$ cat src/rtl/game_pkg.sv
// Shared game-logic types and constants: scheduler state encoding and per-kind spawn cadence.
package game_pkg;

  typedef enum logic [1:0] {IDLE, COUNT, PENDING, OFFER} sched_state_t;

  localparam int GAME_TIME_W = 11;
  localparam int PERIOD_W    = 8;

  localparam logic [2:0] KIND_FALLING = 3'd7;

  // Frames between spawns, indexed by kind (levels 0..6, then falling square); every entry >= 2.
  localparam logic [PERIOD_W-1:0] SPAWN_PERIOD [0:7] = '{
    8'd4, 8'd3, 8'd3, 8'd2, 8'd2, 8'd2, 8'd5, 8'd3
  };

endpackage

$ cat src/rtl/rr_free_picker.sv
// Round-robin free-slot finder: first set bit of free at or after ptr, wrapping around.
module rr_free_picker #(
  parameter int N = 4
) (
  input  logic [N-1:0]         free,
  input  logic [$clog2(N)-1:0] ptr,
  output logic                 found,
  output logic [$clog2(N)-1:0] idx
);

  localparam int IW = $clog2(N);

  int s;

  always_comb begin
    found = 1'b0;
    idx   = '0;
    s     = 0;
    for (int k = 0; k < N; k++) begin
      s = (int'(ptr) + k) % N;
      if (!found && free[s[IW-1:0]]) begin
        found = 1'b1;
        idx   = IW'(s);
      end
    end
  end

endmodule

$ cat src/rtl/obstacle_spawn_scheduler.sv
// Game clock and obstacle spawn sequencer: counts frames, paces spawns per level kind and
// hands each spawn, with a round-robin free slot and an LFSR lane, to the renderer.
module obstacle_spawn_scheduler
  import game_pkg::*;
#(
  parameter int          NUM_SLOTS = 4,
  parameter int          NUM_LANES = 8,
  parameter logic [15:0] LFSR_SEED = 16'hACE1
) (
  input  logic                         clk,
  input  logic                         reset,
  input  logic                         frame_tick,
  input  logic [6:0]                   level_sel,
  input  logic                         falling_en,
  input  logic                         clear_objs,
  input  logic                         player_died,
  input  logic [NUM_SLOTS-1:0]         slot_done,
  input  logic                         spawn_ready,
  output logic [GAME_TIME_W-1:0]       game_time,
  output logic                         spawn_valid,
  output logic [$clog2(NUM_SLOTS)-1:0] spawn_slot,
  output logic [$clog2(NUM_LANES)-1:0] spawn_lane,
  output logic [2:0]                   spawn_kind,
  output logic [NUM_SLOTS-1:0]         slot_active
);

  localparam int SLOT_W = $clog2(NUM_SLOTS);
  localparam int LANE_W = $clog2(NUM_LANES);

  sched_state_t          state, state_d;
  logic [PERIOD_W-1:0]   frame_cnt;
  logic [15:0]           lfsr;
  logic [SLOT_W-1:0]     rr_ptr;
  logic [SLOT_W-1:0]     pick_idx;
  logic                  pick_found;
  logic [NUM_SLOTS-1:0]  free_mask;
  logic [NUM_SLOTS-1:0]  accept_mask;
  logic [2:0]            kind_now;
  logic                  run, flush, accept, period_end;

  assign run         = (|level_sel) | falling_en;
  assign flush       = player_died | clear_objs;
  assign spawn_valid = (state == OFFER);
  assign accept      = spawn_valid & spawn_ready;
  // A slot finishing this cycle is already usable for a waiting spawn.
  assign free_mask   = ~(slot_active & ~slot_done);
  // >= so a level change to a shorter period cannot strand the counter above its limit.
  assign period_end  = frame_tick && (frame_cnt >= (SPAWN_PERIOD[kind_now] - 8'd1));

  always_comb begin
    kind_now = 3'd0;
    for (int i = 6; i >= 0; i--) begin
      if (level_sel[i]) kind_now = 3'(i);
    end
    if (falling_en) kind_now = KIND_FALLING;
  end

  always_comb begin
    accept_mask = '0;
    if (accept) accept_mask[spawn_slot] = 1'b1;
  end

  rr_free_picker #(.N(NUM_SLOTS)) u_picker (
    .free  (free_mask),
    .ptr   (rr_ptr),
    .found (pick_found),
    .idx   (pick_idx)
  );

  always_comb begin
    state_d = state;
    case (state)
      IDLE:    if (run) state_d = COUNT;
      COUNT:   if (period_end) state_d = PENDING;
      PENDING: if (pick_found) state_d = OFFER;
      OFFER:   if (spawn_ready) state_d = COUNT;
      default: state_d = IDLE;
    endcase
    if (!run) state_d = IDLE;
    if (flush) state_d = run ? COUNT : IDLE;
  end

  always_ff @(posedge clk or posedge reset) begin
    if (reset) state <= IDLE;
    else       state <= state_d;
  end

  always_ff @(posedge clk or posedge reset) begin
    if (reset) begin
      frame_cnt <= '0;
      game_time <= '0;
      lfsr      <= LFSR_SEED;
    end else begin
      if (flush || !run)                     frame_cnt <= '0;
      else if (state == COUNT && frame_tick) frame_cnt <= period_end ? '0 : frame_cnt + 8'd1;

      if (player_died || !run)               game_time <= '0;
      else if (frame_tick && game_time != '1) game_time <= game_time + 11'd1;

      if (frame_tick) lfsr <= {lfsr[14:0], lfsr[15] ^ lfsr[13] ^ lfsr[12] ^ lfsr[10]};
    end
  end

  // Offer fields are captured once and held until the handshake completes.
  always_ff @(posedge clk or posedge reset) begin
    if (reset) begin
      spawn_slot <= '0;
      spawn_lane <= '0;
      spawn_kind <= '0;
    end else if (state == PENDING && state_d == OFFER) begin
      spawn_slot <= pick_idx;
      spawn_lane <= lfsr[LANE_W-1:0];
      spawn_kind <= kind_now;
    end
  end

  always_ff @(posedge clk or posedge reset) begin
    if (reset) begin
      slot_active <= '0;
      rr_ptr      <= '0;
    end else begin
      if (accept) rr_ptr <= (spawn_slot == SLOT_W'(NUM_SLOTS - 1)) ? '0 : spawn_slot + 1'b1;
      if (flush) slot_active <= '0;
      else       slot_active <= (slot_active & ~slot_done) | accept_mask;
    end
  end

endmodule

$ cat config.mk
export PLATFORM = sky130hd
export DESIGN_NAME = obstacle_spawn_scheduler
export DESIGN_NICKNAME = d
export VERILOG_FILES = /design/src/rtl/game_pkg.sv /design/src/rtl/rr_free_picker.sv /design/src/rtl/obstacle_spawn_scheduler.sv
export SDC_FILE = /design/constraint.sdc
export NUM_CORES = 1
export LEC_CHECK = 0
export ABC_AREA = 0
export BUFFER_PORTS_ARGS = -buffer_cell sky130_fd_sc_hd__buf_2
export CORE_MARGIN = 4
export CORE_UTILIZATION = 53
export DETAILED_ROUTE_END_ITERATION = 6
export PLACE_DENSITY = 0.72
export SYNTH_ARGS = -nofsm -noshare
export SYNTH_HDL_FRONTEND = slang
export SYNTH_SLANG_ARGS = --single-unit
export TNS_END_PERCENT = 50
$ cat constraint.sdc
create_clock -name clk -period 2.21 [get_ports clk]
set_clock_uncertainty 0.1 [all_clocks]
set_input_delay 0.442 -clock clk [delete_from_list [all_inputs] [get_ports clk]]
set_output_delay 0.442 -clock clk [all_outputs]
set_load 0.05 [all_outputs]
==> results.cfg, run 1 <==
[floorplanning]
core_sq_um = 4786
num_rows = 25
die-area_sq_um = 6169
io_pins = 42
initial_core_util_pct = 55.11
die_w_um = 78.55
die_y_um = 78.55

[synthesis]
ys.flop_type = dfrtp_1
yosys_warnings = 0
syn-num-nets = 283
ys_types = 50
synth_edf_count = 0
syn_area_per_cell_sq_um = 10.47
synth_seq_area_share_pct = 48.77
async_flop_share_pct = 100.0
synth_seq_cells = 51
syn_inst = 252
netlist_area_sq_um = 2638

[layout]
fin_util_pct = 68.86
regArea_sq_um = 1286
area_growth_pct = 24.95
num_antenna_cells = 0
nNetsFinal = 346
drive_gt1_share_pct = 41.46
multi_input_area_sq_um = 1421
fillers = 415

[cts]
cts_buffer_depth = 2
cts_tree = done
hold_buffers = 0
clk_latency_ps = 300
clkTransAtPathRegs_ps = 90
cts_buffers = 5
root_buffer = clkbuf_8
htreeDepth = 2
cts_sinks = 51

[power]
irDropWorstVdd_mv = 0.5534
p_per_area_nw_per_um2 = 682.3
leakage_uw = 0.001540

[drt]
wire_per_inst_um = 14.61
drt_pass1_iterations = 4
via_per_inst = 5.352
antenna_left = 0
drc = 0
wl_um = 5594
drtIter0Drc = 143
vias = 2050

[worst_setup_path]
setup.worst_path.start = level_sel[3]
critPathArrivalTime_ps = 2970
timing.rr.start = slot_active[1]$_DFF_PP0_
path_class = primary input to flip-flop
reg2reg_slack_ps = 260
cp-end-kind = flip-flop
startpoint_type = primary input
required_ps = 2330
critPathMaxFanout = 7

[outcome]
outcome = finished, violations left
violations = negative setup slack

[placed_design]
place.gp.congestion = 0.8610
dp_hpwl_um = 4053
portBuffers = 41

[global_route]
grt_max_degree = 28
grt_pass1_vias = 2077
grt_pass1_wl_um = 9301
grt_use_total_pct = 18.75
antenna_found_initial = 0
gr-total-overflow = 0

[sta]
hold_violations = 0
layout_min_cycle_time_ps = 2850
drv_slew = 0
relSlewSlack_pct = 63.41
setup_violations = 10
rsz0062_at_grt = yes
worst_pin_slew_ps = 548.1
tns_ps = -5703
max_freq_ghz = 0.3509
setup_ws_ps = -639.6
fin_crit_sh_pct = 128.9

[run]
max_cap_viol_count = 0

[worst_hold_path]
hold_class = primary input to asynchronous set/reset pin
[synth_stat cells (4+ instances only)]
cell      instances  share of area [%]
o21ai_0           8                1.5
xnor2_1           7                2.3
o22ai_1           4               0.95
ha_1             13                6.2
dfrtp_1          43                 41
dfstp_2           8                8.0
nor3_1            5               0.95
xor2_1            4                1.3
a21oi_1          13                2.5
inv_1            12                1.7
mux2_2           20                8.5
nand3_1           6                1.1
nand2b_1          7                1.7
nand2_1          18                2.6
nor2_1           30                4.3
[cells by family (layout without fill, tap and decap cells)]
logic type               count (synthesis)  count (layout)  synth area share [%]
XOR/XNOR                                11              11                 3.653
multiplexers                            22              22                 9.488
other                                    1               1                0.1422
flip-flops                              51              51                 48.77
buffers and inverters                   18              82                 2.846
adder cells (fa/ha/maj)                 13              13                 6.167
AND/OR/NAND/NOR                         95              95                 18.83
AO/OA/AOI/OAI                           41              41                 10.10
[cell usage in the layout (no fill, tap or decap), types with 3 or more instances in the layout]
cell type	n
ha_4	3
inv_1	10
dfstp_2	8
ha_1	10
o21ai_0	6
nor2_2	3
xor2_1	4
a21oi_1	11
nand3_1	5
a31oi_1	3
clkbuf_8	5
and4_1	3
buf_2	38
nor2_1	26
nor3_1	5
nand2_1	18
mux2_2	18
nand2b_1	6
nand4_1	3
buf_4	22
xnor2_1	7
mux2_4	3
dfrtp_1	43
[final timing paths]
| kind | to | cells past startpoint |
|---|---|---|
| setup / recovery | frame_cnt[3]$_DFFE_PP0P_ | 12 |
| hold / removal | state[0]$_DFF_PP0_ | 2 |
| setup reg to reg | spawn_lane[0]$_DFFE_PP0P_ | 5 |
| hold reg to reg | spawn_kind[1]$_DFFE_PP0P_ | 2 |
| max in group asynchronous | rr_ptr[1]$_DFFE_PP0P_ | 3 |
| min in group clk | slot_active[3]$_DFF_PP0_ | 3 |
[per-stage QoR]
| stage | cells | setup WS [ps] | area, sq um | hold slack [ps] | total power [uW] |
|---|---|---|---|---|---|
| 2_1_floorplan | 252 | -677.9 | 2685 | 354.1 | 1587 |
| 3_3_place_gp | 373 | -891.4 | 3087 | 358.2 | 1691 |
| 3_5_place_dp | 373 | -905.9 | 3087 | 381.4 | 1721 |
| 4_1_cts | 382 | -537.2 | 3211 | 100.4 | 2238 |
| 5_1_grt | 383 | -695.3 | 3296 | 119.7 | 2377 |
| 6_report | 383 | -639.6 | 3296 | 80.04 | 2249 |
[worst max-delay path: stages]
cell      delay [ps]
buf_6            100
or4_4            540
and2b_2          280
nor2_4            50
mux2_4           310
ha_4             260
inv_2             30
ha_4             210
a211oi_4         250
o21a_4           230
nand3_2           90
a31oi_1          170
[state kept, by name, summed over array words and instances (netlist names)]
register     flops
rr_ptr           2
frame_cnt        8
spawn_lane       3
game_time       11
spawn_kind       3
lfsr            16
spawn_slot       2
slot_active      4
state            2
[cell type report]
type                    count  share of cell area [%]
multi-input cells         183                   43.13
clock buffers               7                   2.316
well taps                  67                   2.544
repair buffers             62                   11.47
inverters                  12                   1.367
flip-flops and latches     51                   39.03
clock inverters             1                  0.1519
[report_power, final]
part	leakage [uW]	internal, uW	total [uW]	switching [uW]
combinational	0.000843	267	476	209
clock	0.0000422	223	514	291
sequential	0.000655	1150	1260	107
total	0.00154	1640	2250	608
[metal layers]
metal / track usage, % / wire length [um]
met1: 24.08 / 2489
met2: 32.68 / 2857
met3: 2.982 / 188
met4: 5.245 / 59
met5: 0 / 0
[timing repair]
| item | in CTS | in global routing |
|---|---|---|
| setup endpoints to repair | 10 | 10 |
| buffers inserted | 1 | 1 |
| pin swaps | 7 | 10 |
| resized for setup | 9 | 15 |
Power figures use the tool's default switching activity.
==> inputs of run 2 (changes only) <==
Settings changed: ABC_AREA 0 to 1, CORE_ASPECT_RATIO from default to 0.5.
==> run 2 against run 1 <==
  * The flow still finishes with violations (negative setup slack)
  * Global-route usage grew 3.7 points
  * Utilization grew 2.7 points
  * Clock-buffer cell count fell by 2
  * Design area is 11% higher
  * Flip-flop and latch count is the same
  * Cell count up 35%
  * Synthesized area increased by 11%
  * Sequential share of layout area is 3.9 points lower
  * Routed wire length grew 30%
  * Largest cell class unchanged
==> results.cfg, run 2 <==
[placed_design]
portBuffers = 41
dp_cells = 491
dp_hpwl_um = 4891
pre_cts_slack_ps = -1001
place_area_sq_um = 3308
place.gp.congestion = 0.8685

[worst_setup_path]
setup.worst_path.start = level_sel[5]
startpoint_type = primary input
cp-end-kind = flip-flop
timing.rr.start = game_time[0]$_DFFE_PP0P_
reg2reg_slack_ps = 220
required_ps = 2330
critPathMaxFanout = 3
path_class = primary input to flip-flop
critPathArrivalTime_ps = 2970

[global_route]
gr-total-overflow = 0
grt_pass1_wl_um = 12140
grt_max_degree = 28
antenna_found_initial = 0
grt_use_total_pct = 22.42
grt_pass1_vias = 2692

[synthesis]
async_flop_share_pct = 100.0
syn_inst = 372
synth.top_cell.area_share_pct = 36.88
syn_area_per_cell_sq_um = 7.844
synth_common_cells = nand2_1, inv_1, dfrtp_1, nand3_1, nor2_1
synthTopCellsByArea = dfrtp_1, nand2_1, dfstp_2
netlist_area_sq_um = 2918
syn-num-nets = 403
yosysTopAreaCell = dfrtp_1
ys.flop_type = dfrtp_1
ys_types = 35
yosys_warnings = 0
synth_most_common_cell = nand2_1
synth_seq_cells = 51
synth_edf_count = 0
synth_seq_area_share_pct = 44.08

[layout]
area_growth_pct = 25.43
final_common_cell = nand2_1
nNetsFinal = 476
drive_gt1_share_pct = 32.29
final_area_sq_um = 3660
final_cell_mix = nand2_1, dfrtp_1, inv_1
largest_reg_flops = 16
num_antenna_cells = 0
top_register = lfsr
fin_cells = 516
top_regs = lfsr x16, game_time x11, frame_cnt x8

[outcome]
outcome = finished, violations left
violations = negative setup slack

[power]
p_int_uw = 1588
leakage_uw = 0.001848
switching_power_uw = 961.0
irDropWorstVdd_mv = 0.4206
swShare_pct = 37.70
p_comb_share_pct = 30.1
seqPwrFrac_pct = 46.9
pwr-share-clk_pct = 23.1
p_per_area_nw_per_um2 = 696.5

[floorplanning]
io_pins = 42
die_y_um = 60.47
die_w_um = 112.9
initial_core_util_pct = 57.07
num_rows = 18
core_sq_um = 5112
die-area_sq_um = 6828

[cts]
cts_buffer_depth = 2
htreeDepth = 2
cts_sinks = 51
clkTransAtPathRegs_ps = 100
hold_buffers = 0
cts_buffers = 5
cts_tree = done
root_buffer = clkbuf_8
clk_latency_ps = 320

[drt]
via_per_inst = 5.275
wl_um = 7272
drtIter0Drc = 162
drt_pass1_iterations = 4
wire_per_inst_um = 14.09
drc = 0
antenna_left = 0
vias = 2722

[sta]
layout_min_cycle_time_ps = 2852
setup_violations = 15
max_freq_ghz = 0.3506
setup_ws_ps = -642.5
drv_slew = 0
rsz0062_at_grt = yes
relSlewSlack_pct = 47.53
fin_crit_sh_pct = 129.1
tns_ps = -8055
whs_ps = 52.32
worst_pin_slew_ps = 782.9
hold_violations = 0

[run]
max_cap_viol_count = 0

[worst_hold_path]
hold_class = primary input to asynchronous set/reset pin
[run 2: layer usage]
| metal | vias to the layer above | wire [um] | track usage, % |
|---|---|---|---|
| met3 | 24 | 413 | 4.382 |
| met2 | 84 | 3454 | 39.90 |
| li1 | 1328 | - | - |
| met5 | - | 0 | 0 |
| met1 | 1286 | 3105 | 26.84 |
| met4 | 0 | 298 | 11.64 |
[run 2: per-stage QoR]
stage | utilization [%] | power [uW]
after floorplan | - | 1715
after global placement | 64.71 | 1861
after detailed placement | 64.71 | 1891
after CTS | 70.88 | 2530
after global routing | 71.59 | 2706
final | 71.59 | 2549
[run 2: kinds of logic after synthesis]
family	after synthesis	synth area share [%]
simple gates	196	30.96
buf+inv	60	8.190
flops	51	44.08
compound gates	41	7.976
fa+ha+maj	13	5.575
xor+xnor	9	2.702
other cells	1	0.1285
mux	1	0.3859
[run 2: final timing paths]
path,end,depth (start not counted)
min in group clk,slot_active[2]$_DFF_PP0_,4
min,frame_cnt[1]$_DFFE_PP0P_,3
max,spawn_kind[1]$_DFFE_PP0P_,23
min reg2reg,lfsr[7]$_DFFE_PP1P_,2
max reg2reg,game_time[9]$_DFFE_PP0P_,10
max in group asynchronous,lfsr[15]$_DFFE_PP1P_,3
[run 2: timing repair]
action                                  CTS  global route
pin swaps                                13            13
buffers inserted                         16             0
endpoints found under the setup margin   15            15
gates cloned                              1             0
gates resized for setup                  24             9
[run 2: area by class of cell]
cell class	count	area, sq um
clock buffers	5	68.82
well taps	70	87.58
fillers	397	1453
flip-flops and latches	51	1286
repair buffers	70	446.7
multi-input cells	262	1534
inverters	55	209.0
clock inverters	3	27.53
[run 2: power by group through the flow]
stage          sequential [uW]  clock, uW  combinational [uW]
3_5_place_dp              1210          0                 682
6_report                  1190        588                 766
4_1_cts                   1190        592                 746
2_1_floorplan             1230          0                 487
3_3_place_gp              1210          0                 655
5_1_grt                   1210        637                 858
[run 2: worst max-delay path: stages]
cell     delay, ps
buf_8           90
nor2_4          40
nand2_2         60
nand3_2         90
a31oi_4        210
inv_2           90
buf_4          140
buf_4          120
buf_4          120
buf_4          120
buf_4          130
buf_4          120
buf_4          120
buf_4          120
buf_4          120
buf_4          120
buf_4          120
buf_4          130
buf_4          130
buf_4          120
buf_4          120
nand3_1         70
nand2_1         50
==> inputs of run 3 (changes only) <==
Settings changed: MAX_ROUTING_LAYER from default to met4, RECOVER_POWER from default to 25.
==> run 3 against run 2 <==
  * The flow still finishes with violations (negative setup slack)
  * Critical path depth is the same
  * Flip-flop and latch count is the same
  * Die area is the same
  * Non-clock buffer count is the same
  * Hold slack gained 250 ps
  * Via count grew 0.44%
  * Total power is essentially flat
  * Combinational power is essentially flat
  * Sequential power is essentially flat
  * Setup slack gained 3.3 ps
  * Clock-buffer cell count is the same
  * Fmax grew 0.12%
  * Critical endpoint unchanged
  * Highest routed layer unchanged
==> results.cfg, run 3 (synthesized netlist as in run 2, its figures left out) <==
[outcome]
outcome = finished, violations left
violations = negative setup slack

[worst_setup_path]
cp-end-kind = flip-flop
reg2reg_depth = 10
timing.rr.start = game_time[0]$_DFFE_PP0P_
reg2reg_slack_ps = 220
critPathArrivalTime_ps = 2970
path_class = primary input to flip-flop
required_ps = 2330
startpoint_type = primary input
critPathMaxFanout = 3
reg2reg_to = game_time[9]$_DFFE_PP0P_

[placed_design]
portBuffers = 41
place.gp.congestion = 0.8826
dp_hpwl_um = 4891
dp_cells = 491

[drt]
drc = 0
via_per_inst = 5.298
wire_per_inst_um = 14.10
antenna_left = 0
vias = 2734
drtIter0Drc = 196
drt_pass1_iterations = 4
wl_um = 7277

[cts]
cts_tree = done
cts_buffers = 5
root_buffer = clkbuf_8
htreeDepth = 2
cts_buffer_depth = 2
cts_sinks = 51
clkTransAtPathRegs_ps = 100
clk_latency_ps = 320

[worst_hold_path]
hold_class = primary input to flip-flop
hold_end = slot_active[2]$_DFF_PP0_
worstHoldStart = slot_done[2]
worstHoldPathCells = 4

[floorplanning]
die_y_um = 60.47
die_w_um = 112.9
num_rows = 18
initial_core_util_pct = 57.07
io_pins = 42
die-area_sq_um = 6828
core_sq_um = 5112

[layout]
area_growth_pct = 25.17
largest_reg_flops = 16
nNetsFinal = 476
top_register = lfsr
final_common_cell = nand2_1
fin_cells = 516
drive_gt1_share_pct = 31.61
fin_util_pct = 71.44
top_regs = lfsr x16, game_time x11, frame_cnt x8
num_antenna_cells = 0
final_cell_mix = nand2_1, inv_1, dfrtp_1

[sta]
relSlewSlack_pct = 5.121
layout_min_cycle_time_ps = 2849
max_freq_ghz = 0.3510
fin_crit_sh_pct = 128.9
hold_violations = 0
rsz0062_at_grt = yes
setup_ws_ps = -639.2
drv_slew = 0
setup_violations = 15
worst_pin_slew_ps = 1423

[global_route]
grt_pass1_wl_um = 12140
gr-total-overflow = 0
grt_max_degree = 28
grt_pass1_vias = 2691
antenna_found_initial = 0
grt_use_total_pct = 23.22

[run]
max_cap_viol_count = 0

[power]
p_per_area_nw_per_um2 = 698.2
leakage_uw = 0.001842
irDropWorstVdd_mv = 0.4218
-- run 3: cell count changes in the layout (fill, tap and decap cells not counted), sizes merged --
cell	previous run	this run
buf	70	68
clkbuf	5	7
-- run 3: what timing repair did --
item,4_1_cts,5_1_grt
buffers inserted,16,0
cloned,1,0
pin swaps,13,13
hold buffers,0,0
setup endpoints to repair,15,15
resized for setup,24,9
-- run 3: routing by layer --
| metal | vias to the layer above | global-route usage (%) | wire length (um) |
|---|---|---|---|
| met2 | 91 | 39.81 | 3417 |
| met4 | 0 | 11.64 | 334 |
| met3 | 30 | 4.382 | 412 |
| li1 | 1326 | - | - |
| met5 | - | - | 0 |
| met1 | 1287 | 26.97 | 3112 |
-- run 3: report_power, final --
| part | switching (uW) | total (uW) | internal [uW] |
|---|---|---|---|
| clock | 358 | 592 | 233 |
| combinational | 486 | 764 | 278 |
| sequential | 120 | 1190 | 1080 |
| total | 964 | 2550 | 1590 |
-- run 3: worst max path at each step --
stage | slack (ps) | startpoint | to
after CTS | -520 | level_sel[5] | spawn_lane[0]$_DFFE_PP0P_
after detailed placement | -1000 | level_sel[5] | spawn_lane[0]$_DFFE_PP0P_
final | -640 | level_sel[5] | spawn_kind[1]$_DFFE_PP0P_
after global routing | -740 | level_sel[5] | spawn_lane[0]$_DFFE_PP0P_
after global placement | -850 | level_sel[5] | spawn_kind[0]$_DFFE_PP0P_
after floorplan | -650 | level_sel[5] | spawn_slot[1]$_DFFE_PP0P_
-- run 3: layout make-up --
| class | instances | area [sq um] |
|---|---|---|
| multi-input cells | 262 | 1534 |
| inverters | 55 | 209.0 |
| clock buffers | 5 | 68.82 |
| fillers | 399 | 1460 |
| clock inverters | 3 | 27.53 |
| flip-flops and latches | 51 | 1286 |
| repair buffers | 70 | 439.2 |
| well taps | 70 | 87.58 |
-- run 3: metrics by stage --
stage               area [sq um]  total power [uW]  TNS, ps  hold WS (ps)  setup WS [ps]
floorplan                   2948              1715    -8251         342.2         -648.2
global placement            3308              1861   -11540         353.4         -850.8
detailed placement          3308              1891   -13490         363.3          -1001
CTS                         3623              2530    -6559         61.87         -524.7
global route                3652              2704   -10020         331.4         -740.1
finish                      3652              2550    -8029         301.5         -639.2
-- run 3: critical path, stage by stage --
cell	delay, ps
buf_8	90
nor2_4	40
nand2_2	60
nand3_2	90
a31oi_4	210
inv_2	90
buf_4	140
buf_4	120
buf_4	120
buf_4	120
buf_4	130
buf_4	120
buf_4	120
buf_4	120
buf_4	120
buf_4	120
buf_4	120
buf_4	130
buf_4	130
buf_4	120
buf_4	120
nand3_1	70
nand2_1	50
